[src/rtl/count_event_gen_pkg.sv]
// Shared types and defaults for the count_event_gen key conditioner.
// State encoding is fixed so downstream debug tooling can decode it directly.
package count_event_gen_pkg;

  typedef enum logic [1:0] {
    IDLE         = 2'd0,
    WAIT_PRESS   = 2'd1,
    PRESSED      = 2'd2,
    WAIT_RELEASE = 2'd3
  } ceg_state_e;

  localparam int DEF_DEB_CYCLES    = 4;
  localparam int DEF_DEB_W         = 8;
  localparam int DEF_REPEAT_DELAY  = 16;
  localparam int DEF_REPEAT_PERIOD = 4;

  localparam logic SYNC_RESET_VAL = 1'b0;

  // The debounced key level is high in both states that follow an accepted press.
  function automatic logic is_held(input ceg_state_e s);
    return (s == PRESSED) || (s == WAIT_RELEASE);
  endfunction

endpackage

[src/rtl/sync_2ff.sv]
// Two-flop synchroniser for a single asynchronous level, synchronous reset.
module sync_2ff
  import count_event_gen_pkg::*;
(
  input  logic Clk,
  input  logic Reset,
  input  logic d,
  output logic q
);

  logic meta;

  always_ff @(posedge Clk) begin
    if (Reset) begin
      meta <= SYNC_RESET_VAL;
      q    <= SYNC_RESET_VAL;
    end else begin
      meta <= d;
      q    <= meta;
    end
  end

endmodule

[src/rtl/count_event_gen.sv]
// Key conditioner: synchronise, debounce, emit one En pulse per clean press with Slt.
// Define REPEAT_EN to add auto-repeat pulses while the key is held.
module count_event_gen
  import count_event_gen_pkg::*;
#(
  parameter int DEB_CYCLES    = DEF_DEB_CYCLES,
  parameter int DEB_W         = DEF_DEB_W,
  parameter int REPEAT_DELAY  = DEF_REPEAT_DELAY,
  parameter int REPEAT_PERIOD = DEF_REPEAT_PERIOD
) (
  input  logic Clk,
  input  logic Reset,
  input  logic KeyIn,
  input  logic SelIn,
  output logic En,
  output logic Slt,
  output logic Pressed
);

`ifdef REPEAT_EN
  localparam bit REPEAT_ON = 1'b1;
`else
  localparam bit REPEAT_ON = 1'b0;
`endif

  // En is a valid-only strobe: one cycle per event, Slt qualifies it, no backpressure.
  localparam logic [DEB_W-1:0] DEB_LAST   = DEB_W'(DEB_CYCLES - 1);
  localparam logic [DEB_W-1:0] REP_LAST   = DEB_W'(REPEAT_DELAY - 1);
  localparam int               RELOAD_I   = (REPEAT_PERIOD >= REPEAT_DELAY) ? 0
                                          : (REPEAT_DELAY - REPEAT_PERIOD);
  localparam logic [DEB_W-1:0] REP_RELOAD = DEB_W'(RELOAD_I);

  ceg_state_e       state, state_n;
  logic [DEB_W-1:0] cnt, cnt_n;
  logic             en_n, slt_n;
  logic             key_s, sel_s;

  sync_2ff u_key_sync (
    .Clk   (Clk),
    .Reset (Reset),
    .d     (KeyIn),
    .q     (key_s)
  );

  sync_2ff u_sel_sync (
    .Clk   (Clk),
    .Reset (Reset),
    .d     (SelIn),
    .q     (sel_s)
  );

  always_comb begin
    state_n = state;
    cnt_n   = cnt;
    en_n    = 1'b0;
    slt_n   = Slt;
    case (state)
      IDLE: begin
        if (key_s) begin
          state_n = WAIT_PRESS;
          cnt_n   = '0;
        end
      end
      WAIT_PRESS: begin
        if (!key_s) begin
          state_n = IDLE;
          cnt_n   = '0;
        end else if (cnt == DEB_LAST) begin
          state_n = PRESSED;
          cnt_n   = '0;
          en_n    = 1'b1;
          slt_n   = sel_s;
        end else begin
          cnt_n = cnt + 1'b1;
        end
      end
      PRESSED: begin
        if (!key_s) begin
          state_n = WAIT_RELEASE;
          cnt_n   = '0;
        end else if (REPEAT_ON) begin
          // Reloading to DELAY-PERIOD makes later pulses PERIOD cycles apart.
          if (cnt == REP_LAST) begin
            en_n  = 1'b1;
            slt_n = sel_s;
            cnt_n = REP_RELOAD;
          end else begin
            cnt_n = cnt + 1'b1;
          end
        end
      end
      WAIT_RELEASE: begin
        if (key_s) begin
          state_n = PRESSED;
          cnt_n   = '0;
        end else if (cnt == DEB_LAST) begin
          state_n = IDLE;
          cnt_n   = '0;
        end else begin
          cnt_n = cnt + 1'b1;
        end
      end
      default: begin
        state_n = IDLE;
        cnt_n   = '0;
      end
    endcase
  end

  always_ff @(posedge Clk) begin
    if (Reset) begin
      state   <= IDLE;
      cnt     <= '0;
      En      <= 1'b0;
      Slt     <= 1'b0;
      Pressed <= 1'b0;
    end else begin
      state   <= state_n;
      cnt     <= cnt_n;
      En      <= en_n;
      Slt     <= slt_n;
      Pressed <= is_held(state_n);
    end
  end

endmodule
[config.mk]
export PLATFORM = sky130hd
export DESIGN_NAME = count_event_gen
export DESIGN_NICKNAME = d
export VERILOG_FILES = /design/src/rtl/count_event_gen_pkg.sv /design/src/rtl/sync_2ff.sv /design/src/rtl/count_event_gen.sv
export SDC_FILE = /design/constraint.sdc
export NUM_CORES = 1
export LEC_CHECK = 0
export CAP_MARGIN = 0
export CORE_MARGIN = 2
export CORE_UTILIZATION = 52
export CTS_CLUSTER_SIZE = 14
export DETAILED_ROUTE_END_ITERATION = 12
export DONT_BUFFER_PORTS = 1
export PLACE_DENSITY = 0.7
export SETUP_SLACK_MARGIN = 0.4
export SYNTH_ARGS = -nofsm -noshare
export SYNTH_HDL_FRONTEND = slang
export SYNTH_HIERARCHICAL = 1
export SYNTH_SLANG_ARGS = --single-unit
[constraint.sdc]
create_clock -name Clk -period 1.3 [get_ports Clk]
set_input_delay 0.195 -clock Clk [delete_from_list [all_inputs] [get_ports Clk]]
set_output_delay 0.195 -clock Clk [all_outputs]
set_load 0.01 [all_outputs]
=== Word-level counts from Yosys, hierarchy flattened ===
Cells that the tools add are included.

* Flip-flop bits (word level): 17

* Equal/unequal tests: 8
* Reduce and logical (&&, ||, !) cells: 5
* Muxes and demuxes: 14
* Bitwise logic cells: 2
* $add $sub $neg: 1

{| class="wikitable"
|+ Operators by type and width
! operator !! count
|-
| 8-bit two-way mux || 5
|-
| 8-bit case mux with 4 select lines || 1
|-
| 2-bit two-way mux || 6
|-
| 8-bit by 1-bit adder with 8-bit output, second input constant || 1
|-
| 2-bit equality test, second input constant || 4
|-
| 8-bit by 2-bit equality test with 1-bit output, second input constant || 1
|-
| 2-bit case mux with 4 select lines || 1
|-
| 3-bit AND reduction || 1
|-
| 3-bit OR reduction || 1
|-
| 2-bit by 1-bit equality test with 1-bit output, second input constant || 1
|-
| 2-bit logical NOT || 1
|-
| 2-bit by 1-bit != test with 1-bit output, second input constant || 1
|-
| 2-bit != test, second input constant || 1
|-
| 1-bit inverter || 2
|-
| 2-bit AND reduction || 1
|-
| 1-bit logical OR || 1
|-
| 1-bit two-way mux || 1
|}

=== Longest topological paths before layout ===
* Depth in word-level cells: 6
* Depth in mapped cells: 5
* Mapped depth without buffers: 5

=== By module ===
Netlist, hierarchy kept.

{| class="wikitable"
|+ Modules (own cells, without submodules)
! module !! area each (µm²) !! cells an instance !! instances !! seq. area each (µm²)
|-
| count_event_gen || 610.6 || 65 || 1 || 240.2
|-
| sync_2ff || 52.6 || 4 || 2 || 40.0
|}

=== Least setup slack after synthesis ===
No wires, ideal clock.

* Path kind: reg-to-reg
* Start point: register cnt[0]
* End point: register cnt[4]
* Stages on the path, launching flop included: 6
* Library setup time: 0.121 ns
* Buffers on the path: 0
* Setup slack: -0.063 ns
* Data arrival time: 1.243 ns
* Data required time: 1.179 ns
* Cells stage by stage: dfxtp_1 -> ha_1 -> nor4b_4 -> a211oi_2 -> o21bai_2 -> nor2_1

* Longest elaborated chain between the ends: 4

{| class="wikitable"
|+ Ends and longest elaborated chain
! item !! RTL line !! source
|-
| from (decl) || count_event_gen.sv:34 || <nowiki>logic [DEB_W-1:0] cnt, cnt_n;</nowiki>
|-
| from (signal assigned) || count_event_gen.sv:119 || <nowiki>cnt <= cnt_n;</nowiki>
|-
| 8-bit by 1-bit adder with 8-bit output / 8-bit by 2-bit equality test with 1-bit output (equally long branches) || n/a ||
|-
| 8-bit two-way mux (*) || count_event_gen.sv:68, count_event_gen.sv:96 ||
|-
| 8-bit two-way mux (on tied branches) || count_event_gen.sv:93, count_event_gen.sv:65 ||
|-
| 8-bit case mux with 4 select lines (*) || count_event_gen.sv:57 || <nowiki>case (state)</nowiki>
|}

Mark *: on every way between the ends. The rest lies on a longest branch, timed or not.
A chain may end at the register's enable or synchronous reset.

=== Worst setup path in the final report ===
* Start point: register cnt[6]
* End point: register cnt[2]

* Longest elaborated chain between the ends: 4

{| class="wikitable"
|+ Ends and longest elaborated chain
! item !! RTL line
|-
| 8-bit by 2-bit equality test with 1-bit output (*) || count_event_gen.sv:68, count_event_gen.sv:96
|-
| 8-bit two-way mux (*) || count_event_gen.sv:68, count_event_gen.sv:96
|-
| 8-bit two-way mux (on tied branches) || count_event_gen.sv:93, count_event_gen.sv:65
|-
| 8-bit case mux with 4 select lines (*) || count_event_gen.sv:57
|}

Marked as above.

==> run_summary.xml <==
<?xml version="1.0" encoding="UTF-8"?>
<metrics>
  <group name="clock_network">
    <metric name="root_buffer" unit="">sky130_fd_sc_hd__clkbuf_4</metric>
    <metric name="path_clk_slew" unit="ps">90</metric>
    <metric name="clock_sinks" unit="">16</metric>
    <metric name="insertion_delay" unit="ps">280</metric>
    <metric name="clock_tree_from_tritoncts" unit="">yes</metric>
    <metric name="cts_max_level" unit="">1</metric>
    <metric name="max_root_sink_buffers" unit="">2</metric>
    <metric name="numCtsBuffers" unit="">3</metric>
  </group>
  <group name="global_routing">
    <metric name="first_global_vias" unit="">526</metric>
    <metric name="groute.layer.met1.usage" unit="">0.259</metric>
    <metric name="global_route.usage.met3" unit="">0.0435</metric>
    <metric name="grt_use_total" unit="">0.206</metric>
    <metric name="grtUsageMet2" unit="">0.316</metric>
    <metric name="global_route.peak_usage_layer" unit="">met2</metric>
    <metric name="grt_antenna_before_repair" unit="">0</metric>
    <metric name="grt_overflow_total" unit="">0</metric>
    <metric name="grt_max_degree" unit="">14</metric>
    <metric name="grt_first_pass_wirelength" unit="mm">2.20</metric>
  </group>
  <group name="floorplan">
    <metric name="dieHeight" unit="microns">41.1</metric>
    <metric name="floorplan.initialDensity" unit="">0.550</metric>
    <metric name="die-width" unit="microns">41.1</metric>
    <metric name="design.core.area" unit="sq um">1300</metric>
    <metric name="dieArea" unit="sq um">1690</metric>
    <metric name="boundaryPins" unit="">7</metric>
    <metric name="placement_rows" unit="">13</metric>
  </group>
  <group name="pwr">
    <metric name="power.ir.vdd_worst" unit="V">0.000589</metric>
    <metric name="standby_leakage_power" unit="nW">0.331</metric>
    <metric name="p_total" unit="mW">0.868</metric>
    <metric name="power_density" unit="nW/um^2">909</metric>
    <metric name="power_frac_clock" unit="">0.377</metric>
    <metric name="power.share.sequential" unit="">0.574</metric>
    <metric name="p_comb_frac" unit="">0.050</metric>
    <metric name="intPower" unit="mW">0.683</metric>
    <metric name="switchingPower" unit="mW">0.185</metric>
    <metric name="power.share.switching" unit="">0.213</metric>
  </group>
  <group name="route">
    <metric name="postRouteAntennaNets" unit="">0</metric>
    <metric name="routed-via-count" unit="">597</metric>
    <metric name="drc_errors" unit="">0</metric>
    <metric name="first_pass_iters" unit="">4</metric>
    <metric name="detailed_route_vias_per_instance" unit="">5.74</metric>
    <metric name="drt_iter0_markers" unit="">7</metric>
    <metric name="average_wire_per_standard_cell" unit="microns">14.8</metric>
    <metric name="drt-total-wl" unit="mm">1.54</metric>
  </group>
  <group name="layout">
    <metric name="diodes" unit="">0</metric>
    <metric name="area_delta_synth_final" unit="%">33.4</metric>
    <metric name="design.final.nets" unit="">95</metric>
    <metric name="ff_latch_area" unit="sq um">332</metric>
    <metric name="mostFrequentLayoutCells" unit="">11 x sky130_fd_sc_hd__dfxtp_1, 11 x sky130_fd_sc_hd__buf_4, 8 x sky130_fd_sc_hd__nor2_1, 4 x sky130_fd_sc_hd__nor2b_1</metric>
    <metric name="drive_above_1_share" unit="">0.427</metric>
    <metric name="filler_cell_count" unit="">101</metric>
    <metric name="multi_input_comb_area" unit="sq um">452</metric>
  </group>
  <group name="placement">
    <metric name="place.port_buffers" unit="">0</metric>
    <metric name="dp_hpwl" unit="mm">1.09</metric>
    <metric name="gp_congestion" unit="">0.829</metric>
  </group>
  <group name="yosys">
    <metric name="post_synth_inst_count" unit="">73</metric>
    <metric name="syn-mean-instance-area" unit="sq um">9.80</metric>
    <metric name="postSynthNetCount" unit="">78</metric>
    <metric name="netlist.top_cell.by_area" unit="">sky130_fd_sc_hd__dfxtp_1</metric>
    <metric name="syn-cell-area" unit="sq um">716</metric>
    <metric name="ys_top_cells_by_area" unit="">sky130_fd_sc_hd__dfxtp_1 45%, sky130_fd_sc_hd__xor2_1 4.9%, sky130_fd_sc_hd__nor2_1 4.7%, sky130_fd_sc_hd__a211oi_2 3.5%, sky130_fd_sc_hd__nand3_1 3.5%</metric>
    <metric name="synth_top_area_share" unit="">0.448</metric>
    <metric name="ys_seq_elements" unit="">16</metric>
    <metric name="post_synth_num_cell_types" unit="">28</metric>
    <metric name="yosysSeqAreaShare" unit="">0.448</metric>
    <metric name="yosys_warns" unit="">6</metric>
  </group>
  <group name="setup_path">
    <metric name="worst_setup_path_endpoint" unit="">cnt[2]</metric>
    <metric name="critPathArrivalTime" unit="ps">1530</metric>
    <metric name="r2r-start" unit="">cnt[6]</metric>
    <metric name="path_max_fanout" unit="">4</metric>
    <metric name="worstPathBufferInverterCount" unit="">1</metric>
    <metric name="worst_setup_path_start_kind" unit="">register</metric>
    <metric name="cpMaxStageDelayCell" unit="">sky130_fd_sc_hd__dfxtp_1</metric>
    <metric name="r2r-end" unit="">cnt[2]</metric>
    <metric name="r2r_slack" unit="ps">-10</metric>
    <metric name="cp_num_cells" unit="">5</metric>
    <metric name="timing.critical_path.cells" unit="">nor3_1, buf_4, a211oi_2, a21oi_1, nor3_2</metric>
    <metric name="worstPathRequired" unit="ps">1520</metric>
    <metric name="path_class" unit="">register to register</metric>
    <metric name="crit_path_start" unit="">cnt[6]</metric>
    <metric name="timing.reg2reg.worst_path_depth" unit="">5</metric>
    <metric name="crit_family" unit="">compound AO/OA/AOI/OAI gates</metric>
    <metric name="end_kind" unit="">register</metric>
    <metric name="slowest_delay" unit="ps">420</metric>
  </group>
  <group name="timing">
    <metric name="period_minus_slack" unit="ps">1310</metric>
    <metric name="skew" unit="ps">0.881</metric>
    <metric name="final_number_of_max_transition_violations" unit="">0</metric>
    <metric name="clock.fmax" unit="MHz">762</metric>
    <metric name="rsz0062_at_grt" unit="">yes</metric>
    <metric name="timing.slew.headroom" unit="">0.649</metric>
    <metric name="final-hold-violation-count" unit="">0</metric>
    <metric name="timing.setup.tns" unit="ps">-18.3</metric>
    <metric name="post-route-period-util" unit="">1.01</metric>
    <metric name="crit_path_setup_slack_layout" unit="ps">-12.8</metric>
    <metric name="worstMarginPinSlew" unit="ps">522</metric>
    <metric name="final-setup-viol-count" unit="">2</metric>
  </group>
  <group name="hold_path">
    <metric name="hp-class" unit="">input pin to register</metric>
  </group>
  <group name="status">
    <metric name="violations" unit="">negative setup slack</metric>
    <metric name="result_of_the_run" unit="">finished with violations</metric>
  </group>
  <group name="run">
    <metric name="cap_viol_max_count" unit="">0</metric>
  </group>
</metrics>
-- cell families after synthesis --
| group | synth area share |
|---|---|
| flip-flops | 0.448 |
| buffers and inverters | 0.0262 |
| XOR/XNOR | 0.0734 |
| AO/OA/AOI/OAI | 0.119 |
| adder cells (fa/ha/maj) | 0.0175 |
| multiplexers | 0.0280 |
| AND/OR/NAND/NOR | 0.288 |
-- repair_timing --
item	4_1_cts	5_1_grt
hold buffers	2	1
resized for setup	2	7
pin swaps	4	1
hold endpoints to repair	12	10
buffers inserted	1	0
endpoints found under the setup margin	13	14
-- sequential cells by signal, summed over array words and instances (netlist names) --
name / count
En: 1
u_key_sync/q: 1
u_key_sync/meta: 1
cnt: 8
state: 1
u_sel_sync/meta: 1
u_sel_sync/q: 1
Pressed: 1
Slt: 1
-- per-stage QoR --
| step | utilization | hold slack [ps] | instances | worst slack, ps | cell area [sq um] |
|---|---|---|---|---|---|
| 6_report | 0.734 | 109 | 104 | -12.8 | 955 |
| 5_1_grt | 0.734 | 116 | 104 | -89.9 | 955 |
| 4_1_cts | 0.705 | -51.7 | 103 | 3.82 | 917 |
| 3_5_place_dp | 0.648 | 258 | 96 | -5.06 | 843 |
| 3_3_place_gp | 0.648 | 260 | 96 | 41.2 | 843 |
| 2_1_floorplan | - | 259 | 73 | 20.2 | 764 |
-- cells in the mapped netlist --
library cell / n
sky130_fd_sc_hd__a211o_1: 1
sky130_fd_sc_hd__a211oi_2: 2
sky130_fd_sc_hd__a21oi_1: 2
sky130_fd_sc_hd__a22oi_1: 1
sky130_fd_sc_hd__a31oi_1: 1
sky130_fd_sc_hd__and2b_2: 1
sky130_fd_sc_hd__and4_1: 1
sky130_fd_sc_hd__buf_4: 2
sky130_fd_sc_hd__dfxtp_1: 16
sky130_fd_sc_hd__ha_1: 1
sky130_fd_sc_hd__inv_2: 1
sky130_fd_sc_hd__mux2i_1: 2
sky130_fd_sc_hd__nand2_1: 4
sky130_fd_sc_hd__nand3_1: 5
sky130_fd_sc_hd__nand4_1: 2
sky130_fd_sc_hd__nor2_1: 9
sky130_fd_sc_hd__nor2_2: 2
sky130_fd_sc_hd__nor2b_1: 4
sky130_fd_sc_hd__nor3_1: 2
sky130_fd_sc_hd__nor3_2: 1
sky130_fd_sc_hd__nor3b_1: 2
sky130_fd_sc_hd__nor4_1: 1
sky130_fd_sc_hd__nor4b_4: 1
sky130_fd_sc_hd__o2111ai_1: 1
sky130_fd_sc_hd__o211ai_1: 1
sky130_fd_sc_hd__o21bai_2: 1
sky130_fd_sc_hd__xnor2_1: 2
sky130_fd_sc_hd__xor2_1: 4
-- area by class of cell --
| type | count | share of cell area |
|---|---|---|
| well taps | 15 | 0.0197 |
| inverters | 1 | 0.00393 |
| repair buffers | 14 | 0.118 |
| flip-flops and latches | 16 | 0.347 |
| clock buffers | 4 | 0.0380 |
| multi-input cells | 54 | 0.473 |
-- how the worst min path moves through the flow --
| stage | from | to | slack (ps) | depth (start not counted) |
|---|---|---|---|---|
| after floorplan | Reset | u_key_sync/q | 260 | 1 |
| after global placement | Reset | Pressed | 260 | 1 |
| after detailed placement | Reset | Pressed | 260 | 1 |
| after CTS | Reset | Pressed | -50 | 1 |
| after global routing | Reset | cnt[5] | 120 | 2 |
| final | Reset | cnt[5] | 110 | 2 |
-- power groups by stage --
stage                     Combinational, mW  Sequential (mW)  Clock [mW]
after CTS                            0.0343            0.499       0.334
after detailed placement             0.0293            0.511           0
after global routing                 0.0460            0.499       0.345
after floorplan                      0.0271            0.511           0
after global placement               0.0289            0.511           0
final                                0.0431            0.498       0.327
-- routing by layer --
layer	wire length (microns)	share of wire	vias up
met5	0	0	-
met4	14	0.0091	0
met3	43	0.028	2
met2	770	0.50	10
met1	713	0.46	290
li1	-	-	295
(Power assumes the default switching activity.)
